File: src/rtl/instr_fetch.sv
// instr_fetch: PC/fetch stage with branch-target LUT, IDLE/RUN/DONE sequencing and cycle counter; INSTR_FETCH_LINK_EN adds branch-and-link
module instr_fetch #(
  parameter int PC_W = 10,
  parameter int LUT_DEPTH = 4,
  parameter int CNT_W = 16
) (
  input  logic                         Clk,
  input  logic                         Reset,
  input  logic                         Start,
  input  logic [PC_W-1:0]              StartAddr,
  input  logic                         LutWrEn,
  input  logic [$clog2(LUT_DEPTH)-1:0] LutAddr,
  input  logic [PC_W-1:0]              LutData,
  input  logic                         Branch,
  input  logic                         CondFlag,
  input  logic [$clog2(LUT_DEPTH)-1:0] TargSel,
  input  logic                         Link,
  input  logic                         Ret,
  input  logic                         Ack,
  output logic [PC_W-1:0]              ProgCtr,
  output logic                         Running,
  output logic                         Done,
  output logic [CNT_W-1:0]             CycleCnt,
  output logic [PC_W-1:0]              LinkAddr
);
  typedef enum logic [1:0] {IDLE, RUN, DONE} state_t;
  state_t state, state_n;
  logic [PC_W-1:0] pc_n;
  logic [CNT_W-1:0] cnt_n;
  logic [PC_W-1:0] lut [LUT_DEPTH];
  logic lut_we;
  logic take;
  logic ret;
  logic [PC_W-1:0] link_q;
  assign take = Branch && CondFlag;
  assign Running = state == RUN;
  assign Done = state == DONE;
  assign LinkAddr = link_q;
`ifdef INSTR_FETCH_LINK_EN
  assign ret = Ret;
  always_ff @(posedge Clk or posedge Reset) begin
    if (Reset)
      link_q <= '0;
    else if (state == RUN && !Ack && !Ret && take && Link)
      link_q <= ProgCtr + PC_W'(1);
  end
`else
  logic unused_link;
  assign unused_link = Link | Ret;
  assign ret = 1'b0;
  assign link_q = '0;
`endif
  always_comb begin
    state_n = state;
    pc_n = ProgCtr;
    cnt_n = CycleCnt;
    lut_we = 1'b0;
    if (state != RUN) begin
      lut_we = LutWrEn;
      if (Start) begin
        state_n = RUN;
        pc_n = StartAddr;
        cnt_n = '0;
      end
    end else begin
      cnt_n = &CycleCnt ? CycleCnt : CycleCnt + CNT_W'(1);
      // Ack freezes the PC; later rules only apply when no halt is pending
      if (Ack)
        state_n = DONE;
      else
        pc_n = ret ? link_q : take ? ProgCtr + lut[TargSel] : ProgCtr + PC_W'(1);
    end
  end
  always_ff @(posedge Clk or posedge Reset) begin
    if (Reset) begin
      state <= IDLE;
      ProgCtr <= '0;
      CycleCnt <= '0;
      lut <= '{default: '0};
    end else begin
      state <= state_n;
      ProgCtr <= pc_n;
      CycleCnt <= cnt_n;
      if (lut_we)
        lut[LutAddr] <= LutData;
    end
  end
endmodule

File: config.mk
export PLATFORM = sky130hd
export DESIGN_NAME = instr_fetch
export DESIGN_NICKNAME = d
export VERILOG_FILES = /design/src/rtl/instr_fetch.sv
export SDC_FILE = /design/constraint.sdc
export NUM_CORES = 1
export LEC_CHECK = 0
export CORE_MARGIN = 8
export CORE_UTILIZATION = 56
export DETAILED_ROUTE_END_ITERATION = 10
export PLACE_DENSITY = 0.87
export SYNTH_ARGS = -nofsm -noshare
export SYNTH_HDL_FRONTEND = slang
export SYNTH_SLANG_ARGS = --single-unit
File: constraint.sdc
create_clock -name Clk -period 7.5 [get_ports Clk]
set_clock_uncertainty 0.1 [all_clocks]
set_input_delay 1.125 -clock Clk [delete_from_list [all_inputs] [get_ports Clk]]
set_output_delay 1.125 -clock Clk [all_outputs]
set_load 0.05 [all_outputs]
After elaboration in Yosys (flattened, before gate mapping)
Index checks and enable logic that the tools add are counted.

cells by class
  mux-type cells = 17
  bitwise gates (word level) = 2
  reduce and logical (&&, ||, !) cells = 7
  $add $sub $neg = 3
  div/mod/pow operators = 0
  shift-type cells = 0
  equal/unequal tests = 6
  $mul = 0
  magnitude comparators = 3

operator list
  kind                   count
  $mux 10                7
  $mux 16                3
  $bwmux 40              1
  $bmux 10 s2            1
  $demux 10 s2           1
  $add 16x1->16 const B  1
  $reduce_and 16->1      1
  $add 10x1->10 const B  1
  $add 10x10->10         1
  $ge 3x3->1 const B     2
  $mux 2                 3
  $not 2->3              2
  $reduce_and 2->1       3
  $ne 2x1->1 const B     2
  $ne 2x2->1 const B     2
  $lt 3x1->1 const B     1
  $eq 2x1->1 const B     1
  $eq 2x2->1 const B     1
  $logic_and 1x1->1      2
  $reduce_bool 2->1      1
  $mux 1                 1

storage, ports and cells
  RAM bits = 0
  logic and storage cells = 45
  register bits = 68
  bits in latches = 0
  memories kept = 0
  output and inout port bits = 38
  ROM bits = 0
  bits of input ports = 33

Depth between registers and ports, before layout
Gate-level depths: netlist of the first run.

  depth after elaboration = 8
  mapped depth = 11
  gate-level depth less buffers = 10

Least setup slack after synthesis of the first run
No wires, ideal clock.

  kind = in2reg
  start = input port TargSel[0]
  end = register ProgCtr[8]
  slack = 3.936 ns
  arrival = 3.335 ns
  library setup time = 0.129 ns
  path buffers = 1
  required time = 7.271 ns
  cell stages on the path = 11
  path through = buf_6 -> mux4_2 -> nand3b_1 -> ha_1 -> fa_1 -> a21o_1 -> a21oi_1 -> o21ai_0 -> nand3_1 -> a221o_1 -> o31ai_1

between the ends
  cells in the longest elaborated chain, start to end = 8

RTL lines
  what                                         RTL line  source
  start, declared                              16        input logic [$clog2(LUT_DEPTH)-1:0] TargSel,
  $not 2->3 (implied by the code)              71        pc_n = ret ? link_q : take ? ProgCtr + lut[TargSel] : ProgCtr + PC_W'(1);
  $bmux 10 s2                                  71
  $mux 10 (implied by the code) (2 in series)  71
  $add 10x10->10                               71
  $mux 10                                      71
  $mux 10                                      68        if (Ack)
  $mux 10                                      58        if (state != RUN) begin
  end signal, assigned                         82        ProgCtr <= pc_n;
  end, declared                                20        output logic [PC_W-1:0] ProgCtr,

Every way passes these cells. The select of a mux whose other input is x is not followed.
A chain may end at the register's enable or synchronous reset.

Worst setup path after layout of the first run
Ends and elaborated chain as after synthesis.

==> results.cfg, run 1 <==
[outcome]
run_status = complete, no violations

[min_path]
hp-class = reg -> reg
whs_endpoint = CycleCnt[6]
min_from = CycleCnt[6]
holdPathStages = 1

[place]
dp.cells = 442
place_area_mm2 = 0.00424
gp_congestion = 0.873
hpwl_um = 5740
port_buffers = 58

[worst_setup_path]
crit_path_cell_trace = clkdlybuf4s50_1 -> mux4_2 -> nand3b_1 -> ha_1 -> fa_1 -> a21o_1 -> a21oi_1 -> o21ai_0 -> nand3_1 -> nand2_1 -> o31ai_1
path_delay_family = buffers and inverters
rrSetupSlack_ns = 4.66
worstPathMaxFanout = 10
crit_required_ns = 7.65
setup.worst_path.end_class = flop
crit_start = TargSel[0]
crit_type = in -> reg
max_stage_delay_ns = 0.92
r2r_end = ProgCtr[8]
path_buf_inv = 1
arrival_ns = 4.45
critPathLaunchType = input port
reg2reg_depth = 10
rr_startpoint = lut[20]
cp_slowest_cell = clkdlybuf4s50_1

[yosys]
synth-adder-area-share_pct = 3.98
yosysWarningCount = 0
synth_edf_count = 0
synth-seq-cells = 68
syn_area_per_cell_um2 = 11.5
synth_mux_area_share_pct = 19.7
yosysUniqueCellTypes = 50
synth_top_family_by_area = multiplexers
synth_area_mm2 = 0.00365
synth_compound_area_share_pct = 7.10
synth-main-ff-cell = dfrtp_1
synth-xor-area-share_pct = 2.64
ys_seq_area_share_pct = 46.6
syn_inst = 316
yosys.area_share.simple_pct = 15.5
async_reset_ff_share_pct = 100

[die]
start_util_pct = 57.8
dieWidth_um = 96.7
core_area_mm2 = 0.00631
die-area_mm2 = 0.00935
io_pins = 71
rows = 29
die_h_um = 96.7

[cts]
clockRootBuffer = clkbuf_8
h-tree-depth = 3
cts_tree = built
cts_resized = 0
insertion_delay_ns = 0.35
postCtsSetupRepairBufs = 0
cts_hold_buf = 0
cts_buffer_depth = 2
cts_buffers = 9
clkTransAtPathRegs_ns = 0.08
cts_num_sinks = 68

[finish]
regArea_mm2 = 0.00170
nNetsFinal = 420
final_cells = 458
final_area_mm2 = 0.00443
multi_input_area_mm2 = 0.00182
diodes = 0
syn_to_final_growth_pct = 21.4
nFillCells = 439
drive_gt1_share_pct = 20.7

[timing]
finalCritPeriodShare_pct = 57.4
rsz0062_at_grt = no
fmax_mhz = 232
setup_violations = 0
worstMarginPinSlew_ns = 0.844
fin_tns_setup_ns = 0
hold_viol = 0
period_minus_slack_ns = 4.30
drv_slew = 0
max_slew_margin_pct = 43.8

[grt]
grt_max_degree = 69
grt_antenna_before_repair = 0
grt_pass1_wl_um = 13400
overflow = 0
track_usage_pct = 17.3
grt_pass1_vias = 2806

[drt]
routed_via_density = 5.72
wl_per_cell_um = 17.3
drc = 0
dr.pass1.iters = 4
drt-initial-drc-count = 95
via_count = 2621
drt_wl_total_um = 7910
antenna_left = 0

[flow_run]
timing.max_cap.violations = 0

[power_and_ir_drop]
leakage_nw = 1.92
p_per_area_mw_per_mm2 = 371
vdd_drop_max_mv = 0.306
[worst max-delay path by stage]
stage / end / slack (ns) / cells after the start
2_1_floorplan: ProgCtr[8] / 3.94 / 11
3_5_place_dp: ProgCtr[8] / 2.82 / 11
5_1_grt: ProgCtr[8] / 2.95 / 11
4_1_cts: ProgCtr[8] / 3.19 / 11
6_report: ProgCtr[8] / 3.20 / 11
3_3_place_gp: ProgCtr[8] / 2.91 / 11
[cells in the mapped netlist, types with 2 or more instances]
| cell | number | area (µm²) |
|---|---|---|
| buf_4 | 10 | 75.1 |
| a21oi_1 | 15 | 75.1 |
| clkbuf_1 | 4 | 15.0 |
| or3_1 | 2 | 12.5 |
| xor2_1 | 5 | 43.8 |
| dfrtp_1 | 68 | 1700 |
| o21ai_0 | 11 | 55.1 |
| buf_6 | 2 | 22.5 |
| nor2_1 | 22 | 82.6 |
| ha_1 | 10 | 125 |
| nand4_2 | 2 | 25.0 |
| nor3_1 | 4 | 20.0 |
| mux4_2 | 10 | 225 |
| mux2i_1 | 3 | 30.0 |
| nand4_1 | 3 | 18.8 |
| nand2_1 | 26 | 97.6 |
| a31oi_1 | 5 | 31.3 |
| inv_1 | 3 | 11.3 |
| buf_2 | 2 | 10.0 |
| mux2_2 | 41 | 462 |
| a21o_1 | 3 | 22.5 |
| xnor2_1 | 6 | 52.6 |
| nand2b_1 | 2 | 12.5 |
| and4_1 | 3 | 26.3 |
| and3_1 | 9 | 56.3 |
| and2_1 | 3 | 18.8 |
| nand3_1 | 19 | 95.1 |
[sequential cells by signal (all words and copies together), names as in the netlist]
signal    flops
ProgCtr      10
CycleCnt     16
state         2
lut          40
[power by group]
group | switching, W | internal [W]
combinational | 0.000419 | 0.000326
clock | 0.000151 | 0.000131
sequential | 0.0000994 | 0.000516
total | 0.000669 | 0.000973
[cell families (layout without fill, tap and decap cells)]
| family | after synthesis | count (layout) |
|---|---|---|
| other cells | 1 | 10 |
| xor+xnor | 11 | 11 |
| fa+ha+maj | 11 | 11 |
| buf+inv | 24 | 80 |
| simple gates | 104 | 104 |
| flops | 68 | 68 |
| mux | 54 | 54 |
| compound gates | 43 | 43 |
[layout by cell type (no fill, tap or decap), types with 4 or more instances in the layout]
cell and n:
a21oi_1 15, xor2_1 5, clkdlybuf4s50_1 58, nand2_1 26
nor3_1 4, mux4_2 10, and3_1 9, mux2_2 41
o21ai_0 11, clkbuf_8 10, conb_1 10, nand3_1 19
ha_1 10, xnor2_1 6, nor2_1 22, dfrtp_1 68
a31oi_1 5
[worst reg2reg max path, stage by stage (launching register included)]
cell and delay [ns]:
dfrtp_1 0.38, mux4_2 0.44, nand3b_1 0.19, ha_1 0.24, fa_1 0.41, a21o_1 0.19
a21oi_1 0.22, o21ai_0 0.18, nand3_1 0.14, nand2_1 0.06, o31ai_1 0.20
[layout make-up]
type	count	area share (%)
well taps	77	2.18
flip-flops and latches	68	38.4
inverters	4	0.621
repair buffers	60	13.4
clock inverters	6	1.10
multi-input cells	233	41.1
clock buffers	10	3.11
[per-stage QoR]
stage / setup WS [ns] / hold slack (ns) / power (W) / utilization [%]
floorplan: 3.94 / 0.374 / 0.00116 / -
global placement: 2.91 / 0.381 / 0.00132 / 67.2
detailed placement: 2.82 / 0.391 / 0.00137 / 67.2
CTS: 3.19 / 0.410 / 0.00165 / 70.2
global route: 2.95 / 0.424 / 0.00174 / 70.2
finish: 3.20 / 0.403 / 0.00164 / 70.2
[per-layer routing]
metal  vias up  GRT usage [%]  part of all wire (%)
met5         -              0                     0
li1       1263              -                     -
met2        66           28.0                    47
met1      1280           20.8                    45
met3        12           4.41                   5.4
met4         0           9.35                   2.0
Power figures use the tool's default switching activity.
==> run 2: changes to the inputs <==
--- a/config.mk
+++ b/config.mk
@@ -6,9 +6,9 @@
 export NUM_CORES = 1
 export LEC_CHECK = 0
 export CORE_MARGIN = 8
-export CORE_UTILIZATION = 56
+export CORE_UTILIZATION = 52
 export DETAILED_ROUTE_END_ITERATION = 10
-export PLACE_DENSITY = 0.87
+export PLACE_DENSITY = 0.82
 export SYNTH_ARGS = -nofsm -noshare
 export SYNTH_HDL_FRONTEND = slang
 export SYNTH_SLANG_ARGS = --single-unit
==> constraint.sdc (replaced) <==
create_clock -name Clk -period 4 [get_ports Clk]
set_clock_uncertainty 0.1 [all_clocks]
set_input_delay 0.6 -clock Clk [delete_from_list [all_inputs] [get_ports Clk]]
set_output_delay 0.6 -clock Clk [all_outputs]
set_load 0.05 [all_outputs]
==> run 2 against run 1 <==
Against the previous run:
- flip-flop and latch count unchanged
- core utilization decreased by 3.5 points
- via count increased by 1.1%
- worst hold slack improved by 0.0059 ns
- die area increased by 6.4%
- sequential power increased by 88%
- cell count increased by 4.8%
- largest power group unchanged
- largest cell class unchanged
- global-route usage decreased by 0.24 points
- sequential share of layout area decreased by 0.85 points
- clock-buffer cell count unchanged
- critical path type unchanged
- first-iteration DRC count increased by 21%
==> results.cfg, run 2 (synthesis gave the netlist of run 1 again) <==
[die]
core_area_mm2 = 0.00679
die-area_mm2 = 0.00995
dieWidth_um = 99.8
start_util_pct = 53.7
die_h_um = 99.8
io_pins = 71
rows = 30

[cts]
cts_buffer_depth = 2
postCtsSetupRepairBufs = 0
cts_resized = 0
clockRootBuffer = clkbuf_8
cts_tree = built
cts_num_sinks = 68
cts_hold_buf = 0
clkTransAtPathRegs_ns = 0.08
insertion_delay_ns = 0.35
cts_buffers = 9
h-tree-depth = 3

[timing]
worstMarginPinSlew_ns = 0.851
fin_ws_ns = 0.542
period_minus_slack_ns = 3.46
drv_slew = 0
setup_violations = 0
max_slew_margin_pct = 43.3
finalCritPeriodShare_pct = 86.5
fmax_mhz = 289
fin_tns_setup_ns = 0
hold_viol = 0
rsz0062_at_grt = no

[drt]
drt-initial-drc-count = 115
drt_wl_total_um = 8160
antenna_left = 0
wl_per_cell_um = 17.0
via_count = 2650
dr.pass1.iters = 4
routed_via_density = 5.52
drc = 0

[grt]
track_usage_pct = 17.1
overflow = 0
grt_pass1_wl_um = 13600
grt_antenna_before_repair = 0
grt_max_degree = 69
grt_pass1_vias = 2836

[outcome]
run_status = complete, no violations

[finish]
largest_register_ffs = 40
diodes = 0
top_register = lut
top_regs = lut (40), CycleCnt (16), ProgCtr (10)
nNetsFinal = 423
final_area_mm2 = 0.00453
nFillCells = 522
final_common_cell = dfrtp_1
layout_common_cells = 68 x dfrtp_1, 58 x clkdlybuf4s50_1, 41 x mux2_2
syn_to_final_growth_pct = 24.1
drive_gt1_share_pct = 21.1
final_cells = 480

[power_and_ir_drop]
p_per_area_mw_per_mm2 = 717
vdd_drop_max_mv = 0.335
leakage_nw = 1.97

[min_path]
holdPathStages = 1
hp-class = reg -> reg
min_from = lut[10]
whs_endpoint = lut[10]

[place]
place_area_mm2 = 0.00429
hpwl_um = 5910
port_buffers = 58
place_ws_ns = 0.220
dp.cells = 464
gp_congestion = 0.824

[flow_run]
timing.max_cap.violations = 0

[worst_setup_path]
r2r_end = ProgCtr[8]
reg2reg_depth = 10
arrival_ns = 3.61
rrSetupSlack_ns = 1.08
crit_start = TargSel[0]
crit_type = in -> reg
worstPathMaxFanout = 4
rr_startpoint = lut[0]
crit_required_ns = 4.15
critPathLaunchType = input port
setup.worst_path.end_class = flop
==> run 2: layer usage <==
layer	vias to the layer above	wire (µm)	global-route usage [%]
met4	0	116	7.33
met5	-	0	0
met2	79	3990	28.3
met3	10	488	4.40
met1	1295	3560	20.5
li1	1266	-	-
==> run 2: layout make-up <==
cell class | instances | area [µm²] | area share [%]
Sequential cell | 68 | 1700 | 37.6
Tap cell | 96 | 120 | 2.65
Inverter | 4 | 27.5 | 0.608
Timing Repair Buffer | 63 | 618 | 13.6
Clock buffer | 10 | 128 | 2.82
Clock inverter | 6 | 113 | 2.49
Multi-Input combinational cell | 233 | 1820 | 40.2
==> run 2: critical path, stage by stage <==
cell and delay (ns):
clkdlybuf4s50_1 0.60, mux4_2 0.52, nand3b_1 0.20, ha_1 0.23, fa_1 0.41, a21o_1 0.20, a21oi_1 0.24, o21ai_0 0.19
nand3_1 0.14, nand2_1 0.06, o31ai_1 0.20
==> run 2: worst max path at each step <==
stage	cells past startpoint	end
5_1_grt	11	ProgCtr[8]
3_3_place_gp	10	ProgCtr[9]
6_report	11	ProgCtr[8]
2_1_floorplan	11	ProgCtr[8]
3_5_place_dp	11	ProgCtr[8]
4_1_cts	11	ProgCtr[8]
==> run 2: metrics by stage <==
| stage | hold WS [ns] | power [W] | util (%) |
|---|---|---|---|
| detailed placement | 0.393 | 0.00257 | 63.1 |
| global route | 0.426 | 0.00345 | 66.7 |
| finish | 0.409 | 0.00325 | 66.7 |
| floorplan | 0.374 | 0.00218 | - |
| CTS | 0.410 | 0.00327 | 66.7 |
| global placement | 0.383 | 0.00250 | 63.1 |
==> run 2: power by group <==
part / switching, W / total [W] / internal [W]
clock: 0.000271 / 0.000686 / 0.000415
combinational: 0.000791 / 0.00140 / 0.000611
sequential: 0.000191 / 0.00116 / 0.000968
==> run 3: changes to the inputs <==
--- a/config.mk
+++ b/config.mk
@@ -7,6 +7,7 @@
 export LEC_CHECK = 0
 export CORE_MARGIN = 8
 export CORE_UTILIZATION = 52
+export CTS_CLUSTER_DIAMETER = 200
 export DETAILED_ROUTE_END_ITERATION = 10
 export PLACE_DENSITY = 0.82
 export SYNTH_ARGS = -nofsm -noshare
==> results of run 3 <==
No change in the layout: final DEF, timing and power equal those of run 2.
